$ cat config.mk
export PLATFORM = sky130hd
export DESIGN_NAME = riscvlong_mem_arbiter
export DESIGN_NICKNAME = d
export VERILOG_FILES = /design/src/rtl/riscvlong_mem_arbiter.sv
export SDC_FILE = /design/constraint.sdc
export NUM_CORES = 1
export LEC_CHECK = 0
export ABC_AREA = 1
export BUFFER_PORTS_ARGS = -buffer_cell sky130_fd_sc_hd__buf_2
export CORE_AREA = 4 4 121 123
export CTS_CLUSTER_SIZE = 24
export DETAILED_ROUTE_END_ITERATION = 8
export DIE_AREA = 0 0 125 127
export PLACE_DENSITY = 0.56
export SYNTH_ARGS = -nofsm -noshare
export SYNTH_HDL_FRONTEND = slang
export SYNTH_SLANG_ARGS = --single-unit
$ cat constraint.sdc
create_clock -name clk -period 1.8 [get_ports clk]
set_input_delay 0.09 -clock clk [delete_from_list [all_inputs] [get_ports clk]]
set_output_delay 0.09 -clock clk [all_outputs]
set_load 0.02 [all_outputs]
$ cat src/rtl/riscvlong_mem_arbiter.sv
// rtl/riscvlong_mem_arbiter.sv - round-robin sharing of one memory port between imem and dmem
// Responses return in order; an ID FIFO records who issued each request so the response val is steered back.
module riscvlong_mem_arbiter #(
  parameter int p_max_outstanding = 4,
  parameter int p_req_msg_sz      = 67,
  parameter int p_resp_msg_sz     = 35,
  localparam int c_ptr_w          = $clog2(p_max_outstanding),
  localparam int c_cnt_w          = c_ptr_w + 1
) (
  input  logic                     clk,
  input  logic                     reset,

  input  logic [p_req_msg_sz-1:0]  imemreq_msg,
  input  logic                     imemreq_val,
  output logic                     imemreq_rdy,
  output logic [p_resp_msg_sz-1:0] imemresp_msg,
  output logic                     imemresp_val,

  input  logic [p_req_msg_sz-1:0]  dmemreq_msg,
  input  logic                     dmemreq_val,
  output logic                     dmemreq_rdy,
  output logic [p_resp_msg_sz-1:0] dmemresp_msg,
  output logic                     dmemresp_val,

  output logic [p_req_msg_sz-1:0]  memreq_msg,
  output logic                     memreq_val,
  input  logic                     memreq_rdy,
  input  logic [p_resp_msg_sz-1:0] memresp_msg,
  input  logic                     memresp_val,

  output logic [c_cnt_w-1:0]       outstanding,
  output logic                     err_orphan_resp
);

  logic [p_max_outstanding-1:0] r_id_fifo;
  logic [c_ptr_w-1:0]           r_wr_ptr;
  logic [c_ptr_w-1:0]           r_rd_ptr;
  logic [c_cnt_w-1:0]           r_outstanding;
  logic                         r_last_grant;
  logic                         r_err_orphan;

  logic w_full;
  logic w_any_val;
  logic w_sel;
  logic w_fire;
  logic w_busy;
  logic w_pop;
  logic w_orphan;
  logic w_head;

  assign w_full    = (r_outstanding == c_cnt_w'(p_max_outstanding));
  assign w_any_val = imemreq_val | dmemreq_val;

  // Selection ignores memreq_rdy; ID 1 means the data port.
  always_comb begin
    w_sel = 1'b0;
    if (imemreq_val && dmemreq_val) w_sel = ~r_last_grant;
    else if (dmemreq_val)           w_sel = 1'b1;
  end

  assign memreq_msg  = w_sel ? dmemreq_msg : imemreq_msg;
  assign memreq_val  = w_any_val & ~w_full & ~reset;
  assign imemreq_rdy = ~w_sel & memreq_rdy & ~w_full & ~reset;
  assign dmemreq_rdy =  w_sel & memreq_rdy & ~w_full & ~reset;
  assign w_fire      = memreq_val & memreq_rdy;

  assign w_busy   = (r_outstanding != '0);
  assign w_head   = r_id_fifo[r_rd_ptr];
  assign w_pop    = memresp_val & w_busy & ~reset;
  assign w_orphan = memresp_val & ~w_busy & ~reset;

  assign imemresp_msg = memresp_msg;
  assign dmemresp_msg = memresp_msg;
  assign imemresp_val = w_pop & ~w_head;
  assign dmemresp_val = w_pop &  w_head;

  assign outstanding     = r_outstanding;
  assign err_orphan_resp = r_err_orphan;

  always_ff @(posedge clk or posedge reset) begin
    if (reset) begin
      r_id_fifo     <= '0;
      r_wr_ptr      <= '0;
      r_rd_ptr      <= '0;
      r_outstanding <= '0;
      r_last_grant  <= 1'b1;
      r_err_orphan  <= 1'b0;
    end else begin
      if (w_fire) begin
        r_id_fifo[r_wr_ptr] <= w_sel;
        r_wr_ptr            <= r_wr_ptr + c_ptr_w'(1);
        r_last_grant        <= w_sel;
      end
      if (w_pop) r_rd_ptr <= r_rd_ptr + c_ptr_w'(1);
      if (w_fire && !w_pop)      r_outstanding <= r_outstanding + c_cnt_w'(1);
      else if (!w_fire && w_pop) r_outstanding <= r_outstanding - c_cnt_w'(1);
      if (w_orphan) r_err_orphan <= 1'b1;
    end
  end

endmodule
# After elaboration in Yosys (flattened, before gate mapping)
# Cells that the tools add are included.
[totals]
regBits = 13
output_inout_bits = 146
elab_cells = 54
[classes]
addsub = 4
order_cmp = 3
n_eq_ne = 1
muxes = 10
bitwise_logic = 22
n_reduce_logical = 8
[ops]
columns = ["operator", "count"]
rows = [
  ["2-to-1 mux 67 bit", 1],
  ["AND 1 bit", 15],
  ["less-than comparator 2 x 3 -> 1 bit, second input constant", 2],
  ["2-to-1 mux 3 bit", 2],
  ["NOT 1 bit", 6],
  ["adder 2 x 1 -> 2 bit, second input constant", 2],
  ["bitwise mux 4 bit", 1],
  ["logical AND 1 bit", 4],
  ["2-to-1 mux 1 bit", 4],
  ["adder 3 x 1 -> 3 bit, second input constant", 1],
  ["equality test 3 bit, second input constant", 1],
  ["nonzero test 3 bit", 1],
  ["subtractor 3 x 1 -> 3 bit, second input constant", 1],
  ["binary-select mux 1 bit (select 2 bit)", 1],
  ["demux 1 bit (select 2 bit)", 1],
  [">= comparator 2 x 1 -> 1 bit, second input constant", 1],
  ["logical NOT 1 bit", 2],
  ["nonzero test 2 bit", 1],
  ["bitwise OR 1 bit", 1],
]

# Logic depth before layout (Yosys ltp)
# Gate-level depths: netlist of the first run.
[logic_depth]
word_depth = 9
mapped_depth = 11
ltp_nobuf = 11

# Least setup slack after synthesis of the first run
# Ideal clock, no wire load.
[synth_path]
path_type = "register to register"
start = "register r_outstanding[0], in the netlist outstanding[0]"
end = "register r_outstanding[2], in the netlist outstanding[2]"
arrival_time_ps = 2016
setup_slack_ps = -295
path_stages_with_launch = 11
cell_sequence = "dfrtp_1 nor2_2 a21oi_4 nand2_2 inv_1 ha_1 inv_1 fa_1 or2_2 nand2_1 xor2_1"
[synth_via]
elab_chain_cells = 8
word_cells_on_any_way = 17
cone_classes = "add/sub (2); eq/ne (1); mux (2); bitwise (6); reduce/logical (6)"
[synth_lines]
columns = ["item", "line", "rtl"]
rows = [
  ["start, declared", "38", "logic [c_cnt_w-1:0] r_outstanding;"],
  ["start signal, assigned", "95", "if (w_fire && !w_pop) r_outstanding <= r_outstanding + c_cnt_w'(1);"],
  ["start signal, assigned", "96", "else if (!w_fire && w_pop) r_outstanding <= r_outstanding - c_cnt_w'(1);"],
  ["equality test 3 bit *", "51", "assign w_full = (r_outstanding == c_cnt_w'(p_max_outstanding));"],
  ["NOT 1 bit *", "62", "assign memreq_val = w_any_val & ~w_full & ~reset;"],
  ["AND 1 bit * (2 in a row)", "62", ""],
  ["AND 1 bit *", "65", "assign w_fire = memreq_val & memreq_rdy;"],
  ["net w_fire", "45", "logic w_fire;"],
  ["logical NOT 1 bit", "96", ""],
  ["logical AND 1 bit", "96", ""],
  ["nonzero test 2 bit (no line)", "--", ""],
]
# The timed path passes the listed nets; every way through them passes the cells marked *. The select of a mux whose other input is x is not followed.
# A chain may end at the register's enable or synchronous reset.

# Worst setup path in the final report of the first run
[layout_path]
start = "register r_outstanding[0], in the netlist outstanding[0]"
end = "register r_outstanding[1], in the netlist outstanding[1]"
# Same word-level chain as after synthesis.

==> flow_summary.ini, run 1 <==
[power]
swShare_pct = 48.22
vdd_ir_drop_max_v = 0.0003955
p_int_mw = 1.495
power_frac_comb_pct = 65.8
power.net_switching_mw = 1.392
p_clk_share_pct = 14.6
p_per_area_nw_per_um2 = 928.7
p_leak_nw = 1.990
seqPwrFrac_pct = 19.6

[yosys]
ys.flop_type = dfrtp_1
synthTopCellsByArea = nand2_1 (39%), buf_4 (25%), dfrtp_1 (14%)
synth_xor_area_share_pct = 1.600
synth_area_leader_cell = nand2_1
synth_top_family_by_area = simple AND/OR/NAND/NOR gates
muxShareOfSynthArea_pct = 0.5143
synth.top_cell.area_share_pct = 38.74
async_flop_share_pct = 100.0
syn_nets = 558
ys_seq_area_share_pct = 14.91
synth-compound-area-share_pct = 2.743
ys_warn_count = 0
synthTopCellsByCount = nand2_1 (226), buf_4 (74), dfrtp_1 (12), inv_1 (12), nand4_1 (8)
avgSynthCellArea_sq_um = 5.808
synth-edff-count = 0
synthCells = 377
synth_adder_area_share_pct = 3.771
syn_area_sq_um = 2190
synth_most_common_cell = nand2_1
ys_types = 28
synth-seq-cells = 13
yosys.area_share.simple_pct = 43.66

[floorplan]
io_pins = 321
core_sq_um = 13670
die-area_sq_um = 15880
start_util_pct = 16.02
dieWidth_microns = 125
dieHeight_microns = 127
rows = 43

[placement]
placedInstanceArea_sq_um = 2965
place_congestion = 0.7136
io_buffer_count = 215
hpwl_mm = 6.352

[route]
wirelength_mm = 7.800
drc = 0
vias = 2644
dr.pass1.iters = 4
wl_per_cell_microns = 11.03
via_per_inst = 3.740
detail-route-antenna-nets = 0
drtIter0Drc = 96

[clocking]
cts_tree = yes
root_buffer = clkbuf_16
cts.sinks = 13
clock_latency_ns = 0.24
numCtsBuffers = 3
h-tree-depth = 1
cts.reportedPaths.clkPinSlew_ns = 0.05
clk_path_buf_depth = 2

[timing]
setup_viol = 0
hold_violations = 0
fin_crit_sh_pct = 99.36
rsz0062_at_grt = true
setup_tns_ns = 0
fmax_mhz = 559.1
tightest_slew_ns = 0.3965
report.final.slew_viol_count = 0
clock_skew_ns = 0.005533
maxSlewHeadroom_pct = 73.56
post-route-min-period_ns = 1.788

[worst_setup_path]
cp_data_required_time_ns = 1.92
cp-end-kind = register
critical_path_class = reg2reg
worst_setup_path_start_kind = register
rrSetupSlack_ns = 0.01
cp_data_arrival_time_ns = 1.91
critPathMaxFanout = 3

[job]
drv_cap = 0

[finish]
area_delta_synth_final_pct = 42.00
stdcell_area_sq_um = 3109
fill_cells = 1568
antennaDiodeCount = 0
drive_above_1_share_pct = 47.82
finalNetCount = 709
utilization_pct = 22.75

[global_routing]
grt_max_degree = 42
grt_overflow_total = 0
antenna_found_initial = 0
grt_pass1_wl_mm = 11.37
grt_pass1_vias = 2453
grtUsageTotal_pct = 8.475

[status]
status = complete, no violations

[worst_hold_path]
hold_class = in2reg
==> cells in the final DEF, fill, tap and decap left out, drive strengths merged <==
master and count:
fa 1, o21bai 1, or2 1, dfrtp 12, clkinv 1, dlygate4sd3 1
ha 5, mux2 1, dfstp 1, xor2 2, buf 231, inv 14
nand4 8, o211ai 1, nand3 3, o21ai 2, xnor2 2, clkbuf 3
a21oi 4, nand2 227, nor2 6
==> state kept, by name (all words and copies together), names as in the netlist <==
register         flops
err_orphan_resp      1
outstanding          3
r_id_fifo            4
r_last_grant         1
r_rd_ptr             2
r_wr_ptr             2
==> path summary, 6_finish.rpt <==
check / from / endpoint / cells past startpoint
setup / recovery: outstanding[0]$_DFFE_PP0P_ / outstanding[1]$_DFFE_PP0P_ / 8
hold / removal: memresp_val / err_orphan_resp$_DFFE_PP0P_ / 3
setup reg to reg: outstanding[0]$_DFFE_PP0P_ / outstanding[1]$_DFFE_PP0P_ / 8
hold reg to reg: r_id_fifo[0]$_DFFE_PP0P_ / r_id_fifo[0]$_DFFE_PP0P_ / 2
max in group asynchronous: reset / r_last_grant$_DFFE_PP1P_ / 4
min in group asynchronous: reset / err_orphan_resp$_DFFE_PP0P_ / 4
==> area by class of cell <==
| cell class | count | area, sq um | share of cell area [%] |
|---|---|---|---|
| Timing Repair Buffer | 232 | 1231 | 39.60 |
| Multi-Input combinational cell | 264 | 1189 | 38.23 |
| Sequential cell | 13 | 329.1 | 10.58 |
| Tap cell | 180 | 225.2 | 7.243 |
| Clock buffer | 3 | 75.07 | 2.414 |
| Inverter | 14 | 55.05 | 1.771 |
| Clock inverter | 1 | 5.005 | 0.1610 |
==> cell families (layout without fill, tap and decap cells) <==
family	count (synthesis)	after routing
simple gates	245	245
fa+ha+maj	6	6
buf+inv	100	250
compound gates	8	8
mux	1	1
flops	13	13
xor+xnor	4	4
==> metal layers <==
layer	wire length [microns]	share of wire [%]	track usage, %	vias to the layer above
met5	0	0	0	-
met4	199	2.6	3.189	0
met3	903	12	2.592	27
met2	3677	47	13.98	164
met1	3020	39	10.43	1087
li1	-	-	-	1366
==> repair_timing <==
item                       4_1_cts  5_1_grt
hold buffers                     1        0
hold endpoints to repair        12        0
gates resized for setup          0        4
gates cloned                     0        0
buffers inserted                 1        4
pin swaps                        1        3
setup endpoints to repair        1        2
==> power by group through the flow <==
stage	logic (mW)	clock network, mW	registers [mW]
2_1_floorplan	1.37	0	0.624
3_3_place_gp	1.83	0	0.571
3_5_place_dp	1.84	0	0.570
4_1_cts	1.86	0.431	0.567
5_1_grt	2.11	0.446	0.588
6_report	1.90	0.421	0.565
==> per-stage QoR <==
stage | total power, mW | hold slack [ns] | setup slack (ns) | instances
floorplan | 1.995 | -0.08808 | -0.1249 | 377
detailed placement | 2.410 | 0.1397 | 0.007093 | 697
global route | 3.147 | 0.1605 | -0.06944 | 707
global placement | 2.401 | 0.1404 | 0.03663 | 697
CTS | 2.855 | 0.1172 | -0.0001184 | 703
finish | 2.887 | 0.1334 | 0.01157 | 707
==> critical path, stage by stage (launching register included) <==
cell and delay, ns:
dfrtp_2 0.42, nor2_4 0.16, a21oi_4 0.07, nand2_2 0.07, inv_2 0.04, ha_4 0.16, inv_4 0.05, fa_2 0.42
mux2_4 0.28
Note: power is estimated with default switching activity, not from simulation.
==> inputs of run 2 (changes only) <==
==> constraint.sdc (replaced) <==
create_clock -name clk -period 1.8 [get_ports clk]
set_input_delay 0 -clock clk [delete_from_list [all_inputs] [get_ports clk]]
set_output_delay 0 -clock clk [all_outputs]
set_load 0.02 [all_outputs]
==> run 2 against run 1 <==
Against the previous run: combinational power hardly changed; first-iteration DRC count is 16% lower; largest power group unchanged; critical path type unchanged; critical path depth is 1 higher; die area stayed put; hold slack worse by 0.13 ns; largest cell class unchanged; clock-buffer cell count stayed put; critical endpoint is now outstanding[2]$_DFFE_PP0P_; global-route usage is 0.25 points higher; the run now ends with setup timing left; non-clock buffer count is 2 lower; sequential cell count stayed put; routed wire length is 0.22% higher; worst setup slack worse by 0.013 ns.
==> flow_summary.ini, run 2 (same netlist as run 1, synthesis figures left out) <==
[clocking]
cts.reportedPaths.clkPinSlew_ns = 0.05
cts.sinks = 13
h-tree-depth = 1
clk_path_buf_depth = 2
clock_latency_ns = 0.24
root_buffer = clkbuf_16
numCtsBuffers = 3
cts_tree = yes

[route]
wl_per_cell_microns = 11.09
drc = 0
via_per_inst = 3.732
drtIter0Drc = 81
dr.pass1.iters = 5
wirelength_mm = 7.817
detail-route-antenna-nets = 0
vias = 2631

[finish]
area_delta_synth_final_pct = 41.71
top_register = r_id_fifo
final_cells = 705
final_cell_mix = nand2_1 (224), buf_2 (215), buf_4 (12)
fill_cells = 1556
finalNetCount = 707
utilization_pct = 22.71
layout_commonest_cell = nand2_1
drive_above_1_share_pct = 48.00
antennaDiodeCount = 0
stdcell_area_sq_um = 3103
largest_reg_flops = 4

[floorplan]
core_sq_um = 13670
dieWidth_microns = 125
io_pins = 321
start_util_pct = 16.02
dieHeight_microns = 127
rows = 43
die-area_sq_um = 15880

[status]
violations = setup timing
status = finished, violations left

[job]
drv_cap = 0

[power]
vdd_ir_drop_max_v = 0.0004266
total_power_mw = 2.887
p_per_area_nw_per_um2 = 930.4
p_leak_nw = 1.988

[placement]
place_congestion = 0.7248
io_buffer_count = 215
hpwl_mm = 6.356
dpl.cell_count = 697
placedInstanceArea_sq_um = 2965

[worst_setup_path]
worst_setup_path_start_kind = register
critical_path.top_delay_family = adder cells
critical_path_class = reg2reg
slowest_delay_ns = 0.42
critPathMaxFanout = 3
crit_chain = nor2_4 -> nand2_4 -> nand3_4 -> ha_4 -> inv_4 -> fa_2 -> a21oi_1 -> nand2_2 -> xor2_1
cp_data_required_time_ns = 1.92
cp_data_arrival_time_ns = 1.93
cp_num_buf_inv = 1
cp-end-kind = register
critPathSlowestCell = dfrtp_2

[timing]
report.final.slew_viol_count = 0
tightest_slew_ns = 0.3922
rsz0062_at_grt = true
setup_ws_ns = -0.001811
fmax_mhz = 555.0
fin_crit_sh_pct = 100.1
setup_viol = 1
fin_hold_ws_ns = 0.00001357
clock_skew_ns = 0.002185
post-route-min-period_ns = 1.802
maxSlewHeadroom_pct = 73.85
hold_violations = 0

[global_routing]
grtUsageTotal_pct = 8.720
grt_pass1_wl_mm = 11.70
grt_max_degree = 42
grt_overflow_total = 0
antenna_found_initial = 0
grt_pass1_vias = 2429

[worst_hold_path]
hold_class = in2out
run 2: worst register-to-register path, cell delays in order (launching register included):
cell and delay (ns):
dfrtp_2 0.42, nor2_4 0.18, nand2_4 0.09, nand3_4 0.09, ha_4 0.15, inv_4 0.04
fa_2 0.33, a21oi_1 0.18, nand2_2 0.07, xor2_1 0.15
run 2: worst paths after layout:
path / start / endpoint / slack (ns) / cells past startpoint
min reg2reg: r_id_fifo[2]$_DFFE_PP0P_ / r_id_fifo[2]$_DFFE_PP0P_ / 0.48 / 2
max reg2reg: outstanding[0]$_DFFE_PP0P_ / outstanding[2]$_DFFE_PP0P_ / -0.002 / 9
min: memresp_msg[6] / imemresp_msg[6] / 0.00001 / 0
max in group asynchronous: reset / r_last_grant$_DFFE_PP1P_ / 1.19 / 4
min in group asynchronous: reset / err_orphan_resp$_DFFE_PP0P_ / 0.37 / 4
max: outstanding[0]$_DFFE_PP0P_ / outstanding[2]$_DFFE_PP0P_ / -0.002 / 9
run 2: repair_timing:
item / 4_1_cts / 5_1_grt
setup buffers: 1 / 2
resized for setup: 2 / 5
setup endpoints to repair: 2 / 2
pin swaps: 2 / 5
hold buffers: 1 / 0
endpoints found under the hold margin: 12 / 0
run 2: through the flow:
step / setup TNS, ns / setup WS [ns]
floorplan: -0.2148 / -0.1249
global placement: 0 / 0.03675
finish: -0.001811 / -0.001811
global route: -0.1667 / -0.09094
CTS: 0 / 0.002426
detailed placement: 0 / 0.004466
run 2: area by class of cell:
type | instances | area [sq um] | area share (%)
timing repair buffer | 230 | 1216 | 39.19
multi-input combinational | 264 | 1196 | 38.55
sequential | 13 | 330.3 | 10.65
tap | 180 | 225.2 | 7.258
clock buffer | 3 | 75.07 | 2.419
inverter | 14 | 55.05 | 1.774
clock inverter | 1 | 5.005 | 0.1613
run 2: metal layers:
layer  global-route usage, %  wire length [microns]
met5                       0                      0
met4                   3.316                    240
met3                   2.634                    920
met2                   14.17                   3627
met1                   10.91                   3029
run 2: power by group:
group | switching (mW) | leakage, nW | internal, mW
logic | 1.14 | 1.79 | 0.750
registers | 0.121 | 0.153 | 0.447
clock network | 0.130 | 0.0409 | 0.296
total | 1.39 | 1.99 | 1.49
==> inputs of run 3 (changes only) <==
--- a/config.mk
+++ b/config.mk
@@ -7,11 +7,11 @@
 export LEC_CHECK = 0
 export ABC_AREA = 1
 export BUFFER_PORTS_ARGS = -buffer_cell sky130_fd_sc_hd__buf_2
-export CORE_AREA = 4 4 121 123
+export CORE_AREA = 2 2 123 125
 export CTS_CLUSTER_SIZE = 24
 export DETAILED_ROUTE_END_ITERATION = 8
 export DIE_AREA = 0 0 125 127
-export PLACE_DENSITY = 0.56
+export PLACE_DENSITY = 0.52
 export SYNTH_ARGS = -nofsm -noshare
 export SYNTH_HDL_FRONTEND = slang
 export SYNTH_SLANG_ARGS = --single-unit
==> constraint.sdc (replaced) <==
create_clock -name clk -period 2.1 [get_ports clk]
set_input_delay 0 -clock clk [delete_from_list [all_inputs] [get_ports clk]]
set_output_delay 0 -clock clk [all_outputs]
set_load 0.02 [all_outputs]
==> run 3 against run 2 <==
Against the previous run: the flow now finishes without violations; sequential share of layout area rose by 0.21 points; die area unchanged; clock power is 17% lower; total power fell by 19%; register-to-register slack improved by 0.16 ns; critical path type is now in2reg; critical endpoint unchanged; highest routed layer unchanged.
==> flow_summary.ini, run 3 (same netlist as run 1, synthesis figures left out) <==
[clocking]
cts_tree = yes
cts.reportedPaths.clkPinSlew_ns = 0.04
h-tree-depth = 1
cts.sinks = 13
clk_path_buf_depth = 2
numCtsBuffers = 3
postCtsSetupBuffers = 0
root_buffer = clkbuf_16
clock_latency_ns = 0.24

[route]
wl_met1_mm = 2.774
wirelength_mm = 7.423
drtIter0Drc = 69
wl_per_cell_microns = 10.56
dr.pass1.iters = 4
drc = 0
via_per_inst = 3.656
detail-route-antenna-nets = 0
vias = 2570
dr.max_layer_used = met4
dr_wl_met2_mm = 3.440
met3_length_mm = 1.027

[worst_setup_path]
rrSetupSlack_ns = 0.16
cp_data_arrival_time_ns = 2.13
crit_chain = dlygate4sd3_1 -> buf_2 -> inv_2 -> nand2_2 -> a21oi_4 -> nand2_2 -> inv_1 -> ha_1 -> inv_1 -> fa_2 -> or2_2 -> nand2_1 -> xor2_1
worst_setup_path_start_kind = input port
slowest_delay_ns = 0.53
critPathMaxFanout = 4
cp-end-kind = register
critical_path_class = in2reg
cp_data_required_time_ns = 2.27
critPathSlowestCell = dlygate4sd3_1

[timing]
setup_tns_ns = 0
fin_hold_ws_ns = 0.000009716
setup_ws_ns = 0.1415
maxSlewHeadroom_pct = 65.45
fmax_mhz = 510.6
clock_skew_ns = 0.003866
hold_violations = 0
tightest_slew_ns = 0.5183
rsz0062_at_grt = false
setup_viol = 0
post-route-min-period_ns = 1.959
report.final.slew_viol_count = 0
fin_crit_sh_pct = 93.26

[finish]
top_register = r_id_fifo
final_cells = 703
layout_commonest_cell = nand2_1
largest_reg_flops = 4
antennaDiodeCount = 0
final_cell_mix = nand2_1 (225), buf_2 (215), inv_1 (12), dfrtp_1 (12), nand4_1 (8)
area_delta_synth_final_pct = 37.43
drive_above_1_share_pct = 45.86
stdcell_area_sq_um = 3009
finalNetCount = 701

[power]
power_frac_comb_pct = 64.1
seqPwrFrac_pct = 20.8
vdd_ir_drop_max_v = 0.0002688
power.net_switching_mw = 1.149
p_per_area_nw_per_um2 = 780.7
p_int_mw = 1.201
p_leak_nw = 1.943
swShare_pct = 48.90
p_clk_share_pct = 15.1

[placement]
dp_worst_setup_slack_ns = 0.07558
dpl.cell_count = 698
place_congestion = 0.7137
io_buffer_count = 215
hpwl_mm = 6.062
placedInstanceArea_sq_um = 2910

[global_routing]
antenna_found_initial = 0
grtUsageTotal_pct = 8.098
grt_overflow_total = 0
grt_max_degree = 68
grt_pass1_vias = 2304
grt_pass1_wl_mm = 10.69

[floorplan]
dieHeight_microns = 127
die-area_sq_um = 15880
rows = 44
start_util_pct = 15.18
core_sq_um = 14420
io_pins = 321
dieWidth_microns = 125

[status]
status = complete, no violations

[worst_hold_path]
hold_class = in2out

[job]
drv_cap = 0
-- run 3: cell count changes in the layout (fill, tap and decap cells not counted), moves of 2 or more --
cell,before,now
dfrtp_1,9,12
inv_1,10,12
buf_4,12,7
dfrtp_2,3,0
-- run 3: path summary, 6_finish.rpt --
kind,start,cells past startpoint,to
worst max-delay path,reset,13,outstanding[2]$_DFFE_PP0P_
worst min-delay path,memresp_msg[7],0,imemresp_msg[7]
worst max register to register,outstanding[1]$_DFFE_PP0P_,9,outstanding[2]$_DFFE_PP0P_
worst min register to register,r_id_fifo[2]$_DFFE_PP0P_,2,r_id_fifo[2]$_DFFE_PP0P_
max in group asynchronous,reset,4,r_last_grant$_DFFE_PP1P_
min in group asynchronous,reset,4,outstanding[2]$_DFFE_PP0P_
-- run 3: power groups by stage --
stage	clock, mW	combinational (mW)	sequential, mW
after global routing	0.391	1.68	0.509
after detailed placement	0	1.51	0.490
after floorplan	0	1.16	0.522
after global placement	0	1.51	0.488
final	0.354	1.51	0.490
after CTS	0.369	1.52	0.486
-- run 3: what timing repair did --
item / 4_1_cts / 5_1_grt
hold endpoints to repair: 13 / 0
resized for setup: 0 / 3
hold buffers: 1 / 0
setup endpoints to repair: 0 / 1
-- run 3: layout make-up --
cell class / instances / area (sq um)
Multi-Input combinational cell: 264 / 1162
Inverter: 14 / 52.55
Clock buffer: 4 / 78.83
Fill cell: 1653 / 11410
Tap cell: 184 / 230.2
Timing Repair Buffer: 224 / 1159
Sequential cell: 13 / 326.6
-- run 3: per-stage QoR --
stage / power (mW) / utilization (%)
floorplan: 1.679 / -
global placement: 2.001 / 20.18
detailed placement: 2.000 / 20.18
CTS: 2.375 / 20.79
global route: 2.576 / 20.86
finish: 2.349 / 20.86
-- run 3: worst max-delay path, delay by kind of cell --
kind	cells	cell delay [ns]
AOI/OAI and AO/OA	1	0.13
buffers and inverters	5	0.86
adders and majority gates	2	0.48
and+or+nand+nor	4	0.52
xor gates and xnor gates	1	0.14
-- run 3: routing by layer --
| metal | up-vias | global-route usage (%) |
|---|---|---|
| met1 | 1021 | 9.214 |
| met4 | 0 | 2.745 |
| met3 | 26 | 3.224 |
| met5 | - | 0 |
| li1 | 1348 | - |
| met2 | 175 | 13.87 |
